[src/rtl/stack_seq.sv]
// 6502-style stack push/pull sequencer: moves 1..3 bytes over the memory bus
// and hands each updated stack pointer back to the S register one cycle later.
//
// state | meaning
// IDLE  | waiting for a command, cmd_ready high
// XFER  | one bus transfer per byte, sp stepped on every handshake
// DONE  | one-cycle completion pulse, last s_load coincides with it
module stack_seq #(
    parameter logic [7:0] STACK_PAGE = 8'h01
) (
    input  logic        clk,
    input  logic        rst_n,
    input  logic        cmd_valid,
    input  logic        cmd_push,
    input  logic [1:0]  cmd_len,
    input  logic [23:0] cmd_data,
    output logic        cmd_ready,
    output logic        busy,
    output logic        done,
    output logic [23:0] pull_data,
    input  logic [7:0]  s_cur,
    output logic        s_load,
    output logic [7:0]  s_next,
    output logic        mem_req,
    output logic        mem_we,
    output logic [15:0] mem_addr,
    output logic [7:0]  mem_wdata,
    input  logic [7:0]  mem_rdata,
    input  logic        mem_ready
);

    typedef enum logic [1:0] {
        IDLE = 2'd0,
        XFER = 2'd1,
        DONE = 2'd2
    } state_t;

    state_t      state, state_nxt;
    logic        op;
    logic [1:0]  len;
    logic [23:0] data;
    logic [7:0]  sp;
    logic [1:0]  cnt;

    logic        accept;
    logic        handshake;
    logic        last_byte;
    logic [7:0]  sp_upd;
    logic [1:0]  byte_idx;

    assign accept    = (state == IDLE) && cmd_valid && (cmd_len != 2'd0);
    assign handshake = (state == XFER) && mem_ready;
    assign last_byte = ({1'b0, cnt} + 3'd1) == {1'b0, len};
    assign sp_upd    = op ? (sp - 8'd1) : (sp + 8'd1);
    // highest byte of the payload goes out first
    assign byte_idx  = len - 2'd1 - cnt;

    always_ff @(posedge clk or negedge rst_n) begin
        if (!rst_n) begin
            state <= IDLE;
        end else begin
            state <= state_nxt;
        end
    end

    always_comb begin
        state_nxt = state;
        cmd_ready = 1'b0;
        busy      = 1'b0;
        done      = 1'b0;
        mem_req   = 1'b0;
        mem_we    = 1'b0;
        mem_addr  = 16'h0000;
        mem_wdata = 8'h00;
        case (state)
            IDLE: begin
                cmd_ready = 1'b1;
                if (accept) begin
                    state_nxt = XFER;
                end
            end
            XFER: begin
                busy    = 1'b1;
                mem_req = 1'b1;
                mem_we  = op;
                if (op) begin
                    mem_addr = {STACK_PAGE, sp};
                    case (byte_idx)
                        2'd0:    mem_wdata = data[7:0];
                        2'd1:    mem_wdata = data[15:8];
                        2'd2:    mem_wdata = data[23:16];
                        default: mem_wdata = 8'h00;
                    endcase
                end else begin
                    mem_addr = {STACK_PAGE, sp + 8'd1};
                end
                if (handshake && last_byte) begin
                    state_nxt = DONE;
                end
            end
            DONE: begin
                busy      = 1'b1;
                done      = 1'b1;
                state_nxt = IDLE;
            end
            default: state_nxt = IDLE;
        endcase
    end

    always_ff @(posedge clk or negedge rst_n) begin
        if (!rst_n) begin
            op        <= 1'b0;
            len       <= 2'd0;
            data      <= 24'h0;
            sp        <= 8'h00;
            cnt       <= 2'd0;
            pull_data <= 24'h0;
            s_load    <= 1'b0;
            s_next    <= 8'h00;
        end else begin
            s_load <= handshake;
            if (accept) begin
                op        <= cmd_push;
                len       <= cmd_len;
                data      <= cmd_data;
                sp        <= s_cur;
                cnt       <= 2'd0;
                pull_data <= 24'h0;
            end
            if (handshake) begin
                sp     <= sp_upd;
                s_next <= sp_upd;
                cnt    <= cnt + 2'd1;
                if (!op) begin
                    case (cnt)
                        2'd0:    pull_data[7:0]   <= mem_rdata;
                        2'd1:    pull_data[15:8]  <= mem_rdata;
                        2'd2:    pull_data[23:16] <= mem_rdata;
                        default: ;
                    endcase
                end
            end
        end
    end

endmodule

[config.mk]
export PLATFORM = sky130hd
export DESIGN_NAME = stack_seq
export DESIGN_NICKNAME = d
export VERILOG_FILES = /design/src/rtl/stack_seq.sv
export SDC_FILE = /design/constraint.sdc
export NUM_CORES = 1
export LEC_CHECK = 0
export ABC_AREA = 1
export CORE_MARGIN = 2
export CORE_UTILIZATION = 40
export CTS_BUF_LIST = sky130_fd_sc_hd__clkbuf_8
export DETAILED_ROUTE_END_ITERATION = 10
export GPL_TIMING_DRIVEN = 0
export PLACE_DENSITY_LB_ADDON = 0.15
export SYNTH_ARGS = -nofsm -noshare
export SYNTH_HDL_FRONTEND = slang
export SYNTH_SLANG_ARGS = --single-unit
[constraint.sdc]
create_clock -name clk -period 2.5 [get_ports clk]
set_input_delay 0.625 -clock clk [delete_from_list [all_inputs] [get_ports clk]]
set_output_delay 0.625 -clock clk [all_outputs]
set_load 0.02 [all_outputs]
==> results.cfg <==
[critical_path]
ff2ff_setup_slack_ns = 0.69
r2r_start = state[0]
r2r_cells = 8
path_cells = inv_2 > nand2_2 > nand2_2 > nand2_2 > nand2_4 > clkbuf_16 > nand3_1 > nand3_1 > nand2_1 > inv_1 > buf_6
arrival_ns = 1.83
crit_path_max_incr_delay_ns = 0.45
crit_type = reg -> out
setup.worst_path.start_class = flop
critPathBufInv = 4
critPathTopFamily = simple AND/OR/NAND/NOR gates
rr_endpoint = sp[4]
crit_start = len[1]
worst_path_most_repeated_cell = nand2_2
slowest_stage = dfrtp_2
endpoint_kind = primary output
worstPathMaxFanout = 8
required_ns = 1.88

[layout]
drive_above_1_share_pct = 20.1
syn2layout_area_growth_pct = 44.9
diodes = 0
fin_util_pct = 60.0
layout.nets = 682
stdcell_count = 755

[clock_tree]
cts_made_buffers = 9
clkTransAtPathRegs_ns = 0.09
h-tree-depth = 3
cts_root_buf = clkbuf_8
clock-sinks = 72
cts_tree = yes
clkLatencyLatePin_ns = 0.36
clock_path_buffers = 2

[yosys]
synth_edf_count = 0
yosysSeqAreaShare_pct = 46.8
yosysMostFrequentCell = nand2_1
synth_area_um2 = 3850
syn_area_per_cell_um2 = 7.96
synth_seq_cells = 72
synthFlopType = dfrtp_1
ys.warnings.count = 0
synth_cell_types = 31
yosys-top-cells-count = 156 x nand2_1, 80 x nand3_1, 72 x dfrtp_1
synth_top_cell_by_area = dfrtp_1
synthCells = 483
netlist.area_leader.share_pct = 46.8
yosys-top-cells-area = dfrtp_1 47%, nand2_1 15%, nand3_1 10%, ha_1 4.6%, inv_1 4.1%
async_flop_share_pct = 100

[die]
dieArea_um2 = 10400
initial_core_util_pct = 41.4
ios = 109
fp-row-count = 35
dieWidth_um = 102
core_um2 = 9280
die_h_um = 102

[pwr]
ir_worst_vdd_mv = 0.521
p_clk_share_pct = 15.1
total_power_uw = 7070
power.leakage_uw = 0.00282
p_comb_share_pct = 56.2
seqPwrFrac_pct = 28.7
p_per_area_nw_per_um2 = 1270
p_sw_uw = 3100
p_int_uw = 3960
swShare_pct = 43.9

[sta]
slew_headroom_pct = 59.0
worst_pin_slew_ns = 0.615
report.final.slew_viol_count = 0
setup_viol_count_final = 0
rsz0062_at_grt = yes
fin_skew_ns = 0.00896
max_freq_mhz = 408
final.period_utilization_pct = 98.1
timing.final.ws_setup_ns = 0.0482
min_period_ns = 2.45
tns_ns = 0
finalHoldViolCount = 0

[worst_hold_path]
min_path_type = in -> async

[placement]
dpl.cell_count = 720
io_buffers = 101
place_hpwl_mm = 7.41
dp_slack_ns = -0.478
place.gp.congestion = 0.897

[detailed_routing]
num_vias = 3712
first_iter_violations = 165
first_pass_iters = 5
drt_wl_total_mm = 10.6
wl_per_cell_um = 14.0
drc = 0
viasPerCell = 4.92
postRouteAntennaNets = 0

[grt]
grt_use_total_pct = 21.0
gr-total-overflow = 0
grt_pass1_wl_mm = 17.0
grt_pass1_vias = 3618
antenna_found_initial = 0
grt_max_degree = 40

[flow_run]
max-cap-violations = 0

[status]
status = completed
## layout by cell type, fill, tap and decap left out, types with 3 or more instances in the layout
cell	n
clkbuf_1	4
buf_6	9
o21ai_1	11
o22ai_1	4
inv_2	8
dfrtp_1	68
buf_2	8
buf_4	31
buf_8	3
nand2_4	4
ha_1	12
inv_1	35
dfrtp_2	4
conb_1	7
nand2_1	146
clkbuf_2	4
nand3_2	12
o21ai_0	28
a21oi_1	5
nand3_1	70
nor2_1	19
clkdlybuf4s50_1	82
o21ai_2	3
clkbuf_8	9
inv_6	4
nand2_2	9
## final cells by class
class | count | area (um^2)
Buffer | 27 | 216
Clock buffer | 9 | 124
Clock inverter | 7 | 103
Fill cell | 871 | 3710
Inverter | 48 | 205
Multi-Input combinational cell | 342 | 1790
Sequential cell | 72 | 1810
Tap cell | 129 | 161
Timing Repair Buffer | 121 | 1160
## through the flow
step	hold slack, ns	instance area (um^2)
4_1_cts	0.228	5350
2_1_floorplan	0.329	3870
6_report	0.228	5570
5_1_grt	0.248	5570
3_3_place_gp	0.456	5040
3_5_place_dp	0.460	5060
## sequential cells by signal, indices dropped and copies added (netlist names)
name and flops:
cnt 2, data 24, len 2, op 1, pull_data 24, s_load 1, s_next 8, sp 8
state 2
## worst register-to-register path, stage by stage (launching register included)
cell	delay, ns
dfrtp_1	0.43
inv_1	0.16
ha_1	0.24
nand2_1	0.08
nor2_1	0.14
buf_4	0.25
buf_2	0.25
nand3_1	0.10
nand3_1	0.09
## logic make-up after synthesis
family | after synthesis | synth area share (%)
AOI/OAI and AO/OA | 55 | 7.74
buffers and inverters | 75 | 10.1
adders and majority gates | 14 | 4.55
other | 1 | 0.0975
DFF | 72 | 46.8
and+or+nand+nor | 266 | 30.7
## how the worst max path moves through the flow
stage,cells after the start,endpoint,slack (ns)
floorplan,8,mem_wdata[0],0.18
finish,11,mem_wdata[0],0.05
global route,11,mem_wdata[1],-0.05
CTS,11,mem_wdata[1],-0.006
global placement,1,data[13],-1.76
detailed placement,9,mem_wdata[0],-0.48
## repair_timing
action | in CTS | in global routing
buffers inserted | 5 | 14
gates resized for setup | 68 | 57
hold endpoints to repair | 0 | 0
hold buffers | 0 | 0
setup endpoints to repair | 19 | 16
pin swaps | 0 | 11
gates cloned | 0 | 1
## routing by layer
metal,part of all wire (%),vias to the layer above,wire (um),track usage (%)
met3,5.1,17,537,4.31
met4,1.4,0,153,8.72
met1,44,1756,4620,26.5
li1,-,1821,-,-
met2,50,118,5280,35.3
met5,0,-,0,0
## power by group through the flow
stage,clock network (uW),logic [uW],registers (uW)
after detailed placement,0,3410,2010
after global placement,0,3330,2000
after floorplan,0,1960,2190
after CTS,1090,3590,2000
final,1060,3970,2030
after global routing,1120,4340,2100
Power figures use the tool's default switching activity.
==> edit (same flow settings) <==
Make the reset (`rst_n`) synchronous in 2 clocked blocks.
--- a/src/rtl/stack_seq.sv
+++ b/src/rtl/stack_seq.sv
@@ -57,3 +57,3 @@
 
-    always_ff @(posedge clk or negedge rst_n) begin
+    always_ff @(posedge clk) begin
         if (!rst_n) begin
@@ -109,3 +109,3 @@
 
-    always_ff @(posedge clk or negedge rst_n) begin
+    always_ff @(posedge clk) begin
         if (!rst_n) begin
Behaviour: differs if rst_n is asserted again (counterexample within 4 cycles, from zero or initial values and one cycle with rst_n low); with rst_n held inactive, the same outputs for 10 cycles.
==> edit against the unedited design <==
The run now ends with setup timing left. Register-to-register slack better by 0.03 ns. Utilization down 0.83 points. Final area down 6.9%. Clock skew down 0.0029 ns. Area after synthesis down 5.2%. Critical endpoint is now mem_wdata[4]. Routed wire length up 0.10%. Via count up 2.3%. Sequential cell count unchanged. Setup slack worse by 0.056 ns. Final cell count down 1.2%. Critical path type unchanged. First-iteration DRC count down 6.1%.
Power is not compared: it rests on default switching activity, and its combinational part moved more than twofold at a synthesized area within 25%.
==> edit: results (changes against the unedited design) <==
multiInputGateArea_mm2: 0.00193  # +7.7%
r2r-end: "state[0]"
clockBufferCount: 10  # +1
synthArstFlopShare: 0  # -1.00
dp.final_hpwl_mm: 7.60  # +2.6%
fin_tns_setup_ns: -0.00758  # -0.00758 ns
r2r_cells: 9  # +1
yosysSeqAreaShare: 0.395  # -0.0730
reg_top3: "data: 24 flops, pull_data: 24 flops"
fillers: 817  # -6.2%
r2r_slack_ns: 0.72  # +0.03 ns
whs_ns: 0.469  # +0.241 ns
clockNetworkAreaShare: 0.0350  # -0.00566
synthTopCellsByArea: "dfxtp_1 40%, nor2_1 9.1%, nand2_1 8.1%, o21ai_0 7.6%, a21oi_1 6.9%"
fin_ws_ns: -0.00758  # -0.0558 ns
layout-drive-gt1-share: 0.187  # -0.0148
buf_share: 0.254  # +0.00634
seq_share: 0.279  # -0.0454
status: "finished, violations left"
powerClk_uw: 855
crit_fanout: 6  # -2
gp_congestion: 0.959  # +6.8%
reg2reg_from: "cnt[0]"
grt_max_degree: 14  # -65%
wire_per_inst_um: 14.2  # +1.3%
nNetsFinal: 694  # +1.8%
fin_skew_ns: 0.00602  # -0.00294 ns
cp.arrival_ns: 1.88  # +0.05 ns
dp_slack_ns: -0.352  # +0.126 ns
min_path_type: "register to register"
regArea_mm2: 0.00145  # -20%
synth.avg_cell_area_um2: 7.20  # -9.5%
netlist_top_cells_count: "88 x nor2_1, 79 x nand2_1, 72 x dfxtp_1"
viasPerCell: 5.09  # +3.5%
inverters: 43  # -10%
port_buffers: 100  # -0.99%
grt_pass1_wl_mm: 16.8  # -1.4%
buffers_excl_clock: 140  # -5.4%
finalSetupViolCount: 1  # +1
placed_area_mm2: 0.00480  # -5.0%
synth_top_cell_by_area: "dfxtp_1"
multi_input_gates: 367  # +7.3%
first_iter_violations: 155  # -6.1%
design.seq.count: 72  # unchanged
routed_wirelength_mm: 10.6  # +0.10%
violations: "setup timing"
grtUsageTotal: 0.210  # -0.000255
hp-start: "s_next[3]"
worst_pin_slew_ns: 0.590  # -0.0248 ns
first_global_vias: 3579  # -1.1%
synth.distinct_cells: 34  # +9.7%
edit: cell types whose count changed after synthesis, sizes merged, moves of 21 or more:
cell	delta
nand2	-73
o21ai	+21
nand3	-58
nor2	+71
a21oi	+51
dfrtp	-72
dfxtp	+72
edit: kinds of logic (layout without fill, tap and decap cells):
| kind of cell | after synthesis | after routing | synth area share |
|---|---|---|---|
| simple gates | 211 | 211 | 0.243 |
| compound gates | 130 | 130 | 0.192 |
| buf+inv | 73 | 199 | 0.108 |
| flops | 72 | 72 | 0.395 |
| fa+ha+maj | 14 | 14 | 0.0481 |
| xor+xnor | 5 | 5 | 0.0120 |
| other cells | 1 | 7 | 0.00103 |
edit: critical path: stages, from the launching register on:
cell	delay, ns
dfxtp_2	0.36
inv_4	0.04
ha_4	0.16
xor2_1	0.15
nand2_1	0.07
nand2_2	0.09
nor2_4	0.18
buf_6	0.14
nand2_2	0.05
nand3_2	0.07
nand2_2	0.05
inv_2	0.06
buf_6	0.10
edit: worst max path at each step:
stage | to | start | depth (start not counted)
6_report | mem_wdata[4] | cnt[0] | 12
4_1_cts | mem_wdata[7] | cnt[0] | 12
5_1_grt | mem_wdata[4] | cnt[0] | 12
3_5_place_dp | mem_wdata[2] | state[1] | 9
2_1_floorplan | mem_wdata[0] | state[1] | 8
3_3_place_gp | mem_wdata[4] | state[1] | 9
edit: repair_timing:
item,in CTS,in global routing
buffers inserted,4,6
pin swaps,6,9
endpoints found under the setup margin,19,14
cloned,0,0
resized for setup,62,45
edit: layer usage:
layer  vias up  global-route usage  part of all wire
met5         -                   0                 0
met4         0              0.0695             0.014
met3        13              0.0408             0.063
met2       139               0.346              0.47
met1      1744               0.276              0.45
li1       1901                   -                 -
